<file path="config.mk">
export PLATFORM = sky130hd
export DESIGN_NAME = fb_rect_fill_flat
export DESIGN_NICKNAME = d
export VERILOG_FILES = /design/src/rtl/fb_rect_fill_if.sv /design/src/rtl/fb_rect_fill.sv /design/src/flat_wrapper.sv
export SDC_FILE = /design/constraint.sdc
export NUM_CORES = 1
export LEC_CHECK = 0
export ABC_AREA = 1
export BUFFER_PORTS_ARGS = -buffer_cell sky130_fd_sc_hd__buf_2
export CORE_MARGIN = 8
export CORE_UTILIZATION = 48
export CTS_CLUSTER_DIAMETER = 40
export CTS_CLUSTER_SIZE = 24
export DETAILED_ROUTE_END_ITERATION = 16
export PLACE_DENSITY = 0.69
export REMOVE_ABC_BUFFERS = 1
export SETUP_SLACK_MARGIN = 0.3
export SKIP_CTS_REPAIR_TIMING = 1
export SLEW_MARGIN = 20
export SYNTH_ARGS = -nofsm -noshare
export SYNTH_HDL_FRONTEND = slang
export SYNTH_SLANG_ARGS = --single-unit
</file>
<file path="constraint.sdc">
create_clock -name clk_i -period 5.64 [get_ports clk_i]
set_input_delay 1.128 -clock clk_i [delete_from_list [all_inputs] [get_ports clk_i]]
set_output_delay 1.128 -clock clk_i [all_outputs]
set_load 0.01 [all_outputs]
</file>
<file path="src/rtl/fb_rect_fill_if.sv">
// SDRAM arbiter client port used by the rectangle-fill engine.
// The engine drives single-word write commands; the arbiter returns
// ready for command acceptance and one ack per completed write.
interface fb_rect_fill_if #(
    parameter int ADDR_W = 24
);
    logic              sdram_cmd_valid;
    logic              sdram_cmd_ready;
    logic              sdram_wr;
    logic [ADDR_W-1:0] sdram_addr_x16;
    logic [15:0]       sdram_wdata;
    logic [1:0]        sdram_wmask;
    logic              sdram_ack;

    // Engine side: issues write commands, observes ready and acks.
    modport master (
        output sdram_cmd_valid,
        output sdram_wr,
        output sdram_addr_x16,
        output sdram_wdata,
        output sdram_wmask,
        input  sdram_cmd_ready,
        input  sdram_ack
    );

    // Arbiter side: accepts commands and reports completions.
    modport slave (
        input  sdram_cmd_valid,
        input  sdram_wr,
        input  sdram_addr_x16,
        input  sdram_wdata,
        input  sdram_wmask,
        output sdram_cmd_ready,
        output sdram_ack
    );
endinterface

</file>
<file path="src/rtl/fb_rect_fill.sv">
// Framebuffer rectangle-fill engine.
// Paints a width x height rectangle of 16-bit pixels starting at a base
// word address, stepping rows by a pitch. Writes are pipelined: up to
// MAX_PENDING commands may be accepted but not yet acknowledged. Once all
// writes are acknowledged a single-cycle done strobe is raised.
module fb_rect_fill #(
    parameter int ADDR_W      = 24,
    parameter int MAX_PENDING = 4
) (
    input  logic              clk_i,
    input  logic              rst_i,
    input  logic              start_i,
    input  logic [ADDR_W-1:0] base_addr_i,
    input  logic [10:0]       width_i,
    input  logic [9:0]        height_i,
    input  logic [11:0]       pitch_i,
    input  logic [15:0]       color_i,
    input  logic [1:0]        wmask_i,
    output logic              busy_o,
    output logic              done_o,
    fb_rect_fill_if.master    sdram
);

    localparam logic [3:0] MAX_P = 4'(MAX_PENDING);

    typedef enum logic [1:0] {
        S_IDLE,
        S_ISSUE,
        S_DRAIN,
        S_DONE
    } state_t;

    state_t            state_q;
    logic [10:0]       x_q;
    logic [9:0]        y_q;
    logic [ADDR_W-1:0] row_addr_q;
    logic [ADDR_W-1:0] addr_q;
    logic [10:0]       width_q;
    logic [9:0]        height_q;
    logic [11:0]       pitch_q;
    logic [15:0]       color_q;
    logic [1:0]        wmask_q;
    logic [3:0]        pending_q;
    logic              valid_q;
    logic              busy_q;
    logic              done_q;

    logic              accept;
    logic              ack_eff;
    logic              last_col;
    logic              last_row;
    logic [3:0]        pending_d;
    logic [ADDR_W-1:0] next_row_addr;

    // Handshake decode and next value of the outstanding-write counter.
    always_comb begin
        // NOTE: every always_comb output gets a default first so no path leaves it unassigned (no latch).
        accept        = valid_q & sdram.sdram_cmd_ready;
        // An ack with nothing outstanding is a protocol error and is dropped.
        ack_eff       = sdram.sdram_ack & (pending_q != 4'd0);
        last_col      = (x_q == width_q - 11'd1);
        last_row      = (y_q == height_q - 10'd1);
        next_row_addr = row_addr_q + ADDR_W'(pitch_q);
        pending_d     = pending_q;
        if (accept && !ack_eff) begin
            pending_d = pending_q + 4'd1;
        end else if (!accept && ack_eff) begin
            pending_d = pending_q - 4'd1;
        end
    end

    // Control FSM, pixel walker and registered outputs.
    always_ff @(posedge clk_i or posedge rst_i) begin
        // NOTE: all datapath registers are reset too, so every output reads 0 during and after reset.
        if (rst_i) begin
            state_q    <= S_IDLE;
            x_q        <= '0;
            y_q        <= '0;
            row_addr_q <= '0;
            addr_q     <= '0;
            width_q    <= '0;
            height_q   <= '0;
            pitch_q    <= '0;
            color_q    <= '0;
            wmask_q    <= '0;
            pending_q  <= '0;
            valid_q    <= 1'b0;
            busy_q     <= 1'b0;
            done_q     <= 1'b0;
        end else begin
            // NOTE: non-blocking assignments here so every register updates from pre-edge values.
            pending_q <= pending_d;
            done_q    <= 1'b0;
            case (state_q)
                S_IDLE: begin
                    if (start_i) begin
                        width_q    <= width_i;
                        height_q   <= height_i;
                        pitch_q    <= pitch_i;
                        color_q    <= color_i;
                        wmask_q    <= wmask_i;
                        x_q        <= '0;
                        y_q        <= '0;
                        row_addr_q <= base_addr_i;
                        addr_q     <= base_addr_i;
                        if ((width_i == 11'd0) || (height_i == 10'd0)) begin
                            state_q <= S_DONE;
                            done_q  <= 1'b1;
                        end else begin
                            state_q <= S_ISSUE;
                            busy_q  <= 1'b1;
                            valid_q <= (pending_d < MAX_P);
                        end
                    end
                end

                S_ISSUE: begin
                    if (accept) begin
                        if (last_col) begin
                            // Row wrap: step row base by pitch with no bubble.
                            x_q        <= '0;
                            y_q        <= y_q + 10'd1;
                            row_addr_q <= next_row_addr;
                            addr_q     <= next_row_addr;
                            if (last_row) begin
                                state_q <= S_DRAIN;
                                valid_q <= 1'b0;
                            end else begin
                                valid_q <= (pending_d < MAX_P);
                            end
                        end else begin
                            x_q     <= x_q + 11'd1;
                            addr_q  <= addr_q + ADDR_W'(1);
                            valid_q <= (pending_d < MAX_P);
                        end
                    end else begin
                        // Stalled or throttled: address/data held, valid
                        // follows the outstanding-write budget.
                        valid_q <= (pending_d < MAX_P);
                    end
                end

                S_DRAIN: begin
                    if (pending_d == 4'd0) begin
                        state_q <= S_DONE;
                        busy_q  <= 1'b0;
                        done_q  <= 1'b1;
                    end
                end

                S_DONE: begin
                    state_q <= S_IDLE;
                end

                default: begin
                    state_q <= S_IDLE;
                end
            endcase
        end
    end

    assign busy_o               = busy_q;
    assign done_o               = done_q;
    assign sdram.sdram_cmd_valid = valid_q;
    assign sdram.sdram_wr        = valid_q;
    assign sdram.sdram_addr_x16  = addr_q;
    assign sdram.sdram_wdata     = color_q;
    assign sdram.sdram_wmask     = wmask_q;

endmodule

</file>
<file path="src/flat_wrapper.sv">
// flat-port wrapper written by rule: the top's interface ports become plain ports
module fb_rect_fill_flat 
#(
    parameter int ADDR_W      = 24,
    parameter int MAX_PENDING = 4
)
  (clk_i, rst_i, start_i, base_addr_i, width_i, height_i, pitch_i, color_i, wmask_i, busy_o, done_o, sdram_sdram_cmd_valid, sdram_sdram_wr, sdram_sdram_addr_x16, sdram_sdram_wdata, sdram_sdram_wmask, sdram_sdram_cmd_ready, sdram_sdram_ack);
  fb_rect_fill_if #(.ADDR_W(ADDR_W)) sdram_i ();
  input  logic clk_i;
  input  logic rst_i;
  input  logic start_i;
  input  logic [ADDR_W-1:0] base_addr_i;
  input  logic [10:0] width_i;
  input  logic [9:0] height_i;
  input  logic [11:0] pitch_i;
  input  logic [15:0] color_i;
  input  logic [1:0] wmask_i;
  output logic busy_o;
  output logic done_o;
  output wire logic [$bits(sdram_i.sdram_cmd_valid)-1:0] sdram_sdram_cmd_valid;
  output wire logic [$bits(sdram_i.sdram_wr)-1:0] sdram_sdram_wr;
  output wire logic [$bits(sdram_i.sdram_addr_x16)-1:0] sdram_sdram_addr_x16;
  output wire logic [$bits(sdram_i.sdram_wdata)-1:0] sdram_sdram_wdata;
  output wire logic [$bits(sdram_i.sdram_wmask)-1:0] sdram_sdram_wmask;
  input wire logic [$bits(sdram_i.sdram_cmd_ready)-1:0] sdram_sdram_cmd_ready;
  input wire logic [$bits(sdram_i.sdram_ack)-1:0] sdram_sdram_ack;
  assign sdram_sdram_cmd_valid = sdram_i.sdram_cmd_valid;
  assign sdram_sdram_wr = sdram_i.sdram_wr;
  assign sdram_sdram_addr_x16 = sdram_i.sdram_addr_x16;
  assign sdram_sdram_wdata = sdram_i.sdram_wdata;
  assign sdram_sdram_wmask = sdram_i.sdram_wmask;
  assign sdram_i.sdram_cmd_ready = sdram_sdram_cmd_ready;
  assign sdram_i.sdram_ack = sdram_sdram_ack;
  fb_rect_fill #(.ADDR_W(ADDR_W), .MAX_PENDING(MAX_PENDING)) u_core (.clk_i(clk_i), .rst_i(rst_i), .start_i(start_i), .base_addr_i(base_addr_i), .width_i(width_i), .height_i(height_i), .pitch_i(pitch_i), .color_i(color_i), .wmask_i(wmask_i), .busy_o(busy_o), .done_o(done_o), .sdram(sdram_i));
endmodule
</file>
### Yosys cells after proc, flatten, opt, wreduce, memory -nomap -nowiden

Cells that the tools add are included.

* register bits after elaboration: 129
* latch bits: 0
* memory bits (writable): 0
* memory bits (read-only): 0
* output and inout port bits: 46
* logic and storage cells: 92
* memories kept: 0

* add/sub/neg operators: 8
* $mul: 0
* div/mod/pow operators: 0
* magnitude comparators: 1
* eq/ne operators: 11
* shift operators: 0
* mux-type cells: 38
* bitwise logic cells: 2
* reductions and logical operators: 18

Operator list (count)
* $mux 24: 5
* $pmux 24 s2: 2
* $mux 11: 3
* $mux 10: 3
* $add 24x1->24 const B: 1
* $add 24x12->24: 1
* $pmux 11 s2: 1
* $pmux 10 s2: 1
* $mux 2: 6
* $add 11x1->11 const B: 1
* $eq 11x11->1: 1
* $logic_not 11->1: 1
* $mux 1: 11
* $sub 11x1->11 const B: 1
* $add 10x1->10 const B: 1
* $eq 10x10->1: 1
* $logic_not 10->1: 1
* $sub 10x1->10 const B: 1
* $mux 4: 2
* $ne 2x1->1 const B: 4
* $pmux 2 s4: 1
* $reduce_and 4->1: 2
* $pmux 1 s2: 3
* $reduce_and 3->1: 2
* other kinds (16): 22

### Depth between registers and ports, before layout

* word-level depth: 10
* gate-level depth with buffers: 17

### Worst setup path before layout

Ideal clock, no wire load.

* path kind: input -> register
* start: in sdram_sdram_cmd_ready
* end: reg u_core.x_q[9]
* setup time: 118 ps
* arrival time: 2327 ps
* required time: 5522 ps
* path slack: 3195 ps
* stages: 11
* path through: nand2_1 inv_1 nor2_1 inv_1 nand2_1 inv_2 nand3_1 nor4_1 nand2_1 xor2_1 nor2_1

* word-level cells in the longest chain between the ends: 3

Ends and longest elaborated chain
* start, declared: line flat_wrapper.sv:25 `input wire logic [$bits(sdram_i.sdram_cmd_ready)-1:0] sdram_sdram_cmd_ready;`
* $and 1x1->1: line fb_rect_fill.sv:58 `accept = valid_q & sdram.sdram_cmd_ready;`
* $ne 2x1->1 (no source line)
* $reduce_and 3->1 (no source line)
* end signal, assigned: line fb_rect_fill.sv:132 `x_q <= x_q + 11'd1;`
* end, declared: line fb_rect_fill.sv:34 `logic [10:0] x_q;`

No other way between the ends.
A chain may end at the register's enable or synchronous reset.

### Final worst setup path

* start: reg u_core.state_q[1]
* end: reg u_core.x_q[9]

* word-level cells in the longest chain between the ends: 3
* elaborated cells on any way between the ends: 7

Ends and longest elaborated chain
* start, declared: line fb_rect_fill.sv:33 `state_t state_q;`
* start signal, assigned: line fb_rect_fill.sv:76 `state_q <= S_IDLE;`
* start signal, assigned: line fb_rect_fill.sv:107 `state_q <= S_DONE;`
* start signal, assigned: line fb_rect_fill.sv:110 `state_q <= S_ISSUE;`
* $eq 2x1->1 or $logic_not 2->1 (tied branches): line fb_rect_fill.sv:94 `case (state_q)`
* $ne 2x1->1 (no source line) (tied with other cells)
* $reduce_and 3->1 (no source line)

Several ways; a longest one is shown, not always the timed one.

==> results.toml <==
[outcome]
status = "finished, final reports clean"

[cells_and_area]
drive_gt1_share_pct = 14.30
nNetsFinal = 1434
final_cell_mix = "nand2_1, nor2_1, dfrtp_1"
synthToLayoutAreaGrowth_pct = 16.59
postLayoutCoreUtil_pct = 56.73
final_common_cell = "nand2_1"
num-fill-cells = 1670
layout.cells.non_filler = 1568
diodes = 0

[timing]
final.setup_skew_ps = 11.61
fin_ws_ps = 2085
drv_slew = 0
rsz0062_at_grt = "no"
period_needed_ps = 3555
setup_viol = 0
fmax_mhz = 281.3
timing_hold_violations_final = 0
setup_tns_ps = 0
tightestPinTransition_ps = 1036
finalCritPeriodShare_pct = 63.03
relSlewSlack_pct = 30.91

[critical_path]
path_depth = 13
arrival_ps = 3860
end_kind = "register"
cp-start-kind = "register"
cp_num_buf_inv = 5
crit_chain = "inv_1, ha_1, buf_4, inv_2, o21ai_0, nand2_1, buf_4, inv_2, nand3_1, nor4_1, nand2_1, xor2_1, nor2_1"
crit_fanout = 46
critical-path-max-stage-delay_ps = 580
critical_path_class = "register to register"
cp_slowest_cell = "inv_2"
critPathTopFamily = "buffers and inverters"
cp.required_ps = 5940
rr_worst_depth = 13

[synth]
syn_area_um2 = 8358
synth.distinct_cells = 42
synth_cells = 1215
synth_edf_count = 0
ys_ff_latch = 129
synth_area_per_cell_um2 = 6.879
synth_top_cell_area_share_pct = 38.62
ys_seq_area_share_pct = 38.62
synth_flop_cell = "dfrtp_1"
yosys_warnings = 0
yosys.area.top_type = "dfrtp_1"
async_flop_share_pct = 100.0
yosys-top-cells-area = "dfrtp_1, nand2_1, nor2_1, nand3_1, inv_1"

[clock_network]
root_buffer = "clkbuf_16"
cts_made_buffers = 17
clock-sinks = 129
cts_tree = "yes"
path_clk_slew_ps = 60
clockBufferDepth = 2
clk_latency_ps = 430
h-tree-depth = 4

[flow_run]
drv_cap = 0

[global_route]
grt_max_degree = 81
grt_pass1_wl_mm = 37.83
grt_pass1_vias = 7890
grt_overflow = 0
antenna_found_initial = 0
grt_usage_pct = 21.24

[power_and_ir_drop]
power.density_nw_per_um2 = 618.3
total_power_uw = 6025
peakVddDrop_uv = 368.6
power.leakage_uw = 0.005025

[die]
die-area_um2 = 21890
die_height_um = 148.0
rows = 48
coreArea_um2 = 17180
io_pins = 126
dieWidth_um = 148.0
initial_core_util_pct = 48.66

[place]
finalWeightedCongestion = 0.9033
port_buffers = 125
dp.cells = 1537
dpl.hpwl_mm = 16.25
pre_cts_slack_ps = 2105

[route]
routedWlPerCell_um = 14.48
avgViaCountPerCell = 5.150
first_pass_iters = 7
drc = 0
routed_wl_mm = 22.70
vias = 8075
postRouteAntennaNets = 0
first_iter_violations = 522

[worst_hold_path]
min_path_type = "register to register"
whs_path_depth = 2
stage by stage:
stage / area (µm²) / hold slack [ps]
6_report: 9744 / 472.0
5_1_grt: 9744 / 494.4
4_1_cts: 9744 / 476.8
3_5_place_dp: 9125 / 460.7
3_3_place_gp: 9125 / 459.6
2_1_floorplan: 8183 / 452.8
path summary, 6_finish.rpt:
path                                              from                     endpoint  slack (ps)
max                                  u_core.state_q[1]                u_core.x_q[9]        2080
min                        u_core.sdram.sdram_wmask[0]  u_core.sdram.sdram_wmask[0]         470
max reg2reg                          u_core.state_q[1]                u_core.x_q[9]        2080
min reg2reg                u_core.sdram.sdram_wmask[0]  u_core.sdram.sdram_wmask[0]         470
max in group asynchronous                        rst_i                u_core.x_q[6]        3680
min in group asynchronous                        rst_i  u_core.sdram.sdram_wdata[9]         810
metal layers:
| metal | vias up | track usage (%) | wire length [µm] |
|---|---|---|---|
| met3 | 23 | 4.953 | 1388 |
| met5 | - | 0 | 0 |
| met2 | 244 | 34.45 | 10510 |
| li1 | 4121 | - | - |
| met4 | 0 | 7.241 | 276 |
| met1 | 3687 | 27.34 | 10530 |
cell type report:
| type | count | area (µm²) | area share [%] |
|---|---|---|---|
| flip-flops and latches | 129 | 3228 | 33.13 |
| clock inverters | 10 | 158.9 | 1.631 |
| multi-input cells | 939 | 4516 | 46.34 |
| repair buffers | 129 | 655.6 | 6.728 |
| clock buffers | 21 | 460.4 | 4.725 |
| inverters | 115 | 444.2 | 4.558 |
| well taps | 225 | 281.5 | 2.889 |
cell usage after synthesis (2+ instances only):
library cell and instances:
nand3b_1 5, o21ai_0 47, nor2_4 4, xor2_1 28, or2_2 6, inv_2 6, nor3_1 22, nor2_1 138
o21ai_1 16, clkbuf_1 21, xnor2_1 7, ha_1 22, a21oi_1 57, buf_2 2, o22ai_1 2, nand3_1 93
o21bai_1 4, o21a_1 2, nand2_1 430, buf_6 5, and2_1 3, and3_1 2, inv_1 107, nor2_2 7
dfrtp_1 129, buf_1 2, nor4_1 8, nand2_8 2, nand4_1 20, nand2_4 2, a31oi_1 5
registers in the layout, summed over array words and instances, names as in the netlist, 2 cells and up:
register / count
u_core.height_q: 10
u_core.pending_q: 4
u_core.pitch_q: 12
u_core.row_addr_q: 24
u_core.sdram.sdram_addr_x16: 24
u_core.sdram.sdram_wdata: 16
u_core.sdram.sdram_wmask: 2
u_core.state_q: 2
u_core.width_q: 11
u_core.x_q: 11
u_core.y_q: 10
power by group:
group	switching, µW	internal (µW)
clock	411	758
combinational	2030	1080
sequential	400	1340
cells by family (layout without fill, tap and decap cells):
| family | Yosys count | count (layout) | synth area share [%] |
|---|---|---|---|
| AND/OR/NAND/NOR | 746 | 746 | 38.22 |
| buffers and inverters | 147 | 275 | 7.350 |
| AO/OA/AOI/OAI | 134 | 134 | 8.338 |
| flip-flops | 129 | 129 | 38.62 |
| XOR/XNOR | 36 | 36 | 3.937 |
| adder cells (fa/ha/maj) | 23 | 23 | 3.533 |
worst register-to-register path, cell delays in order, from the launching register on:
cell and delay (ps):
dfrtp_1 390, inv_1 80, ha_1 140, buf_4 360, inv_2 420, o21ai_0 340, nand2_1 80, buf_4 240
inv_2 590, nand3_1 200, nor4_1 290, nand2_1 110, xor2_1 150, nor2_1 50
(Power assumes the default switching activity.)
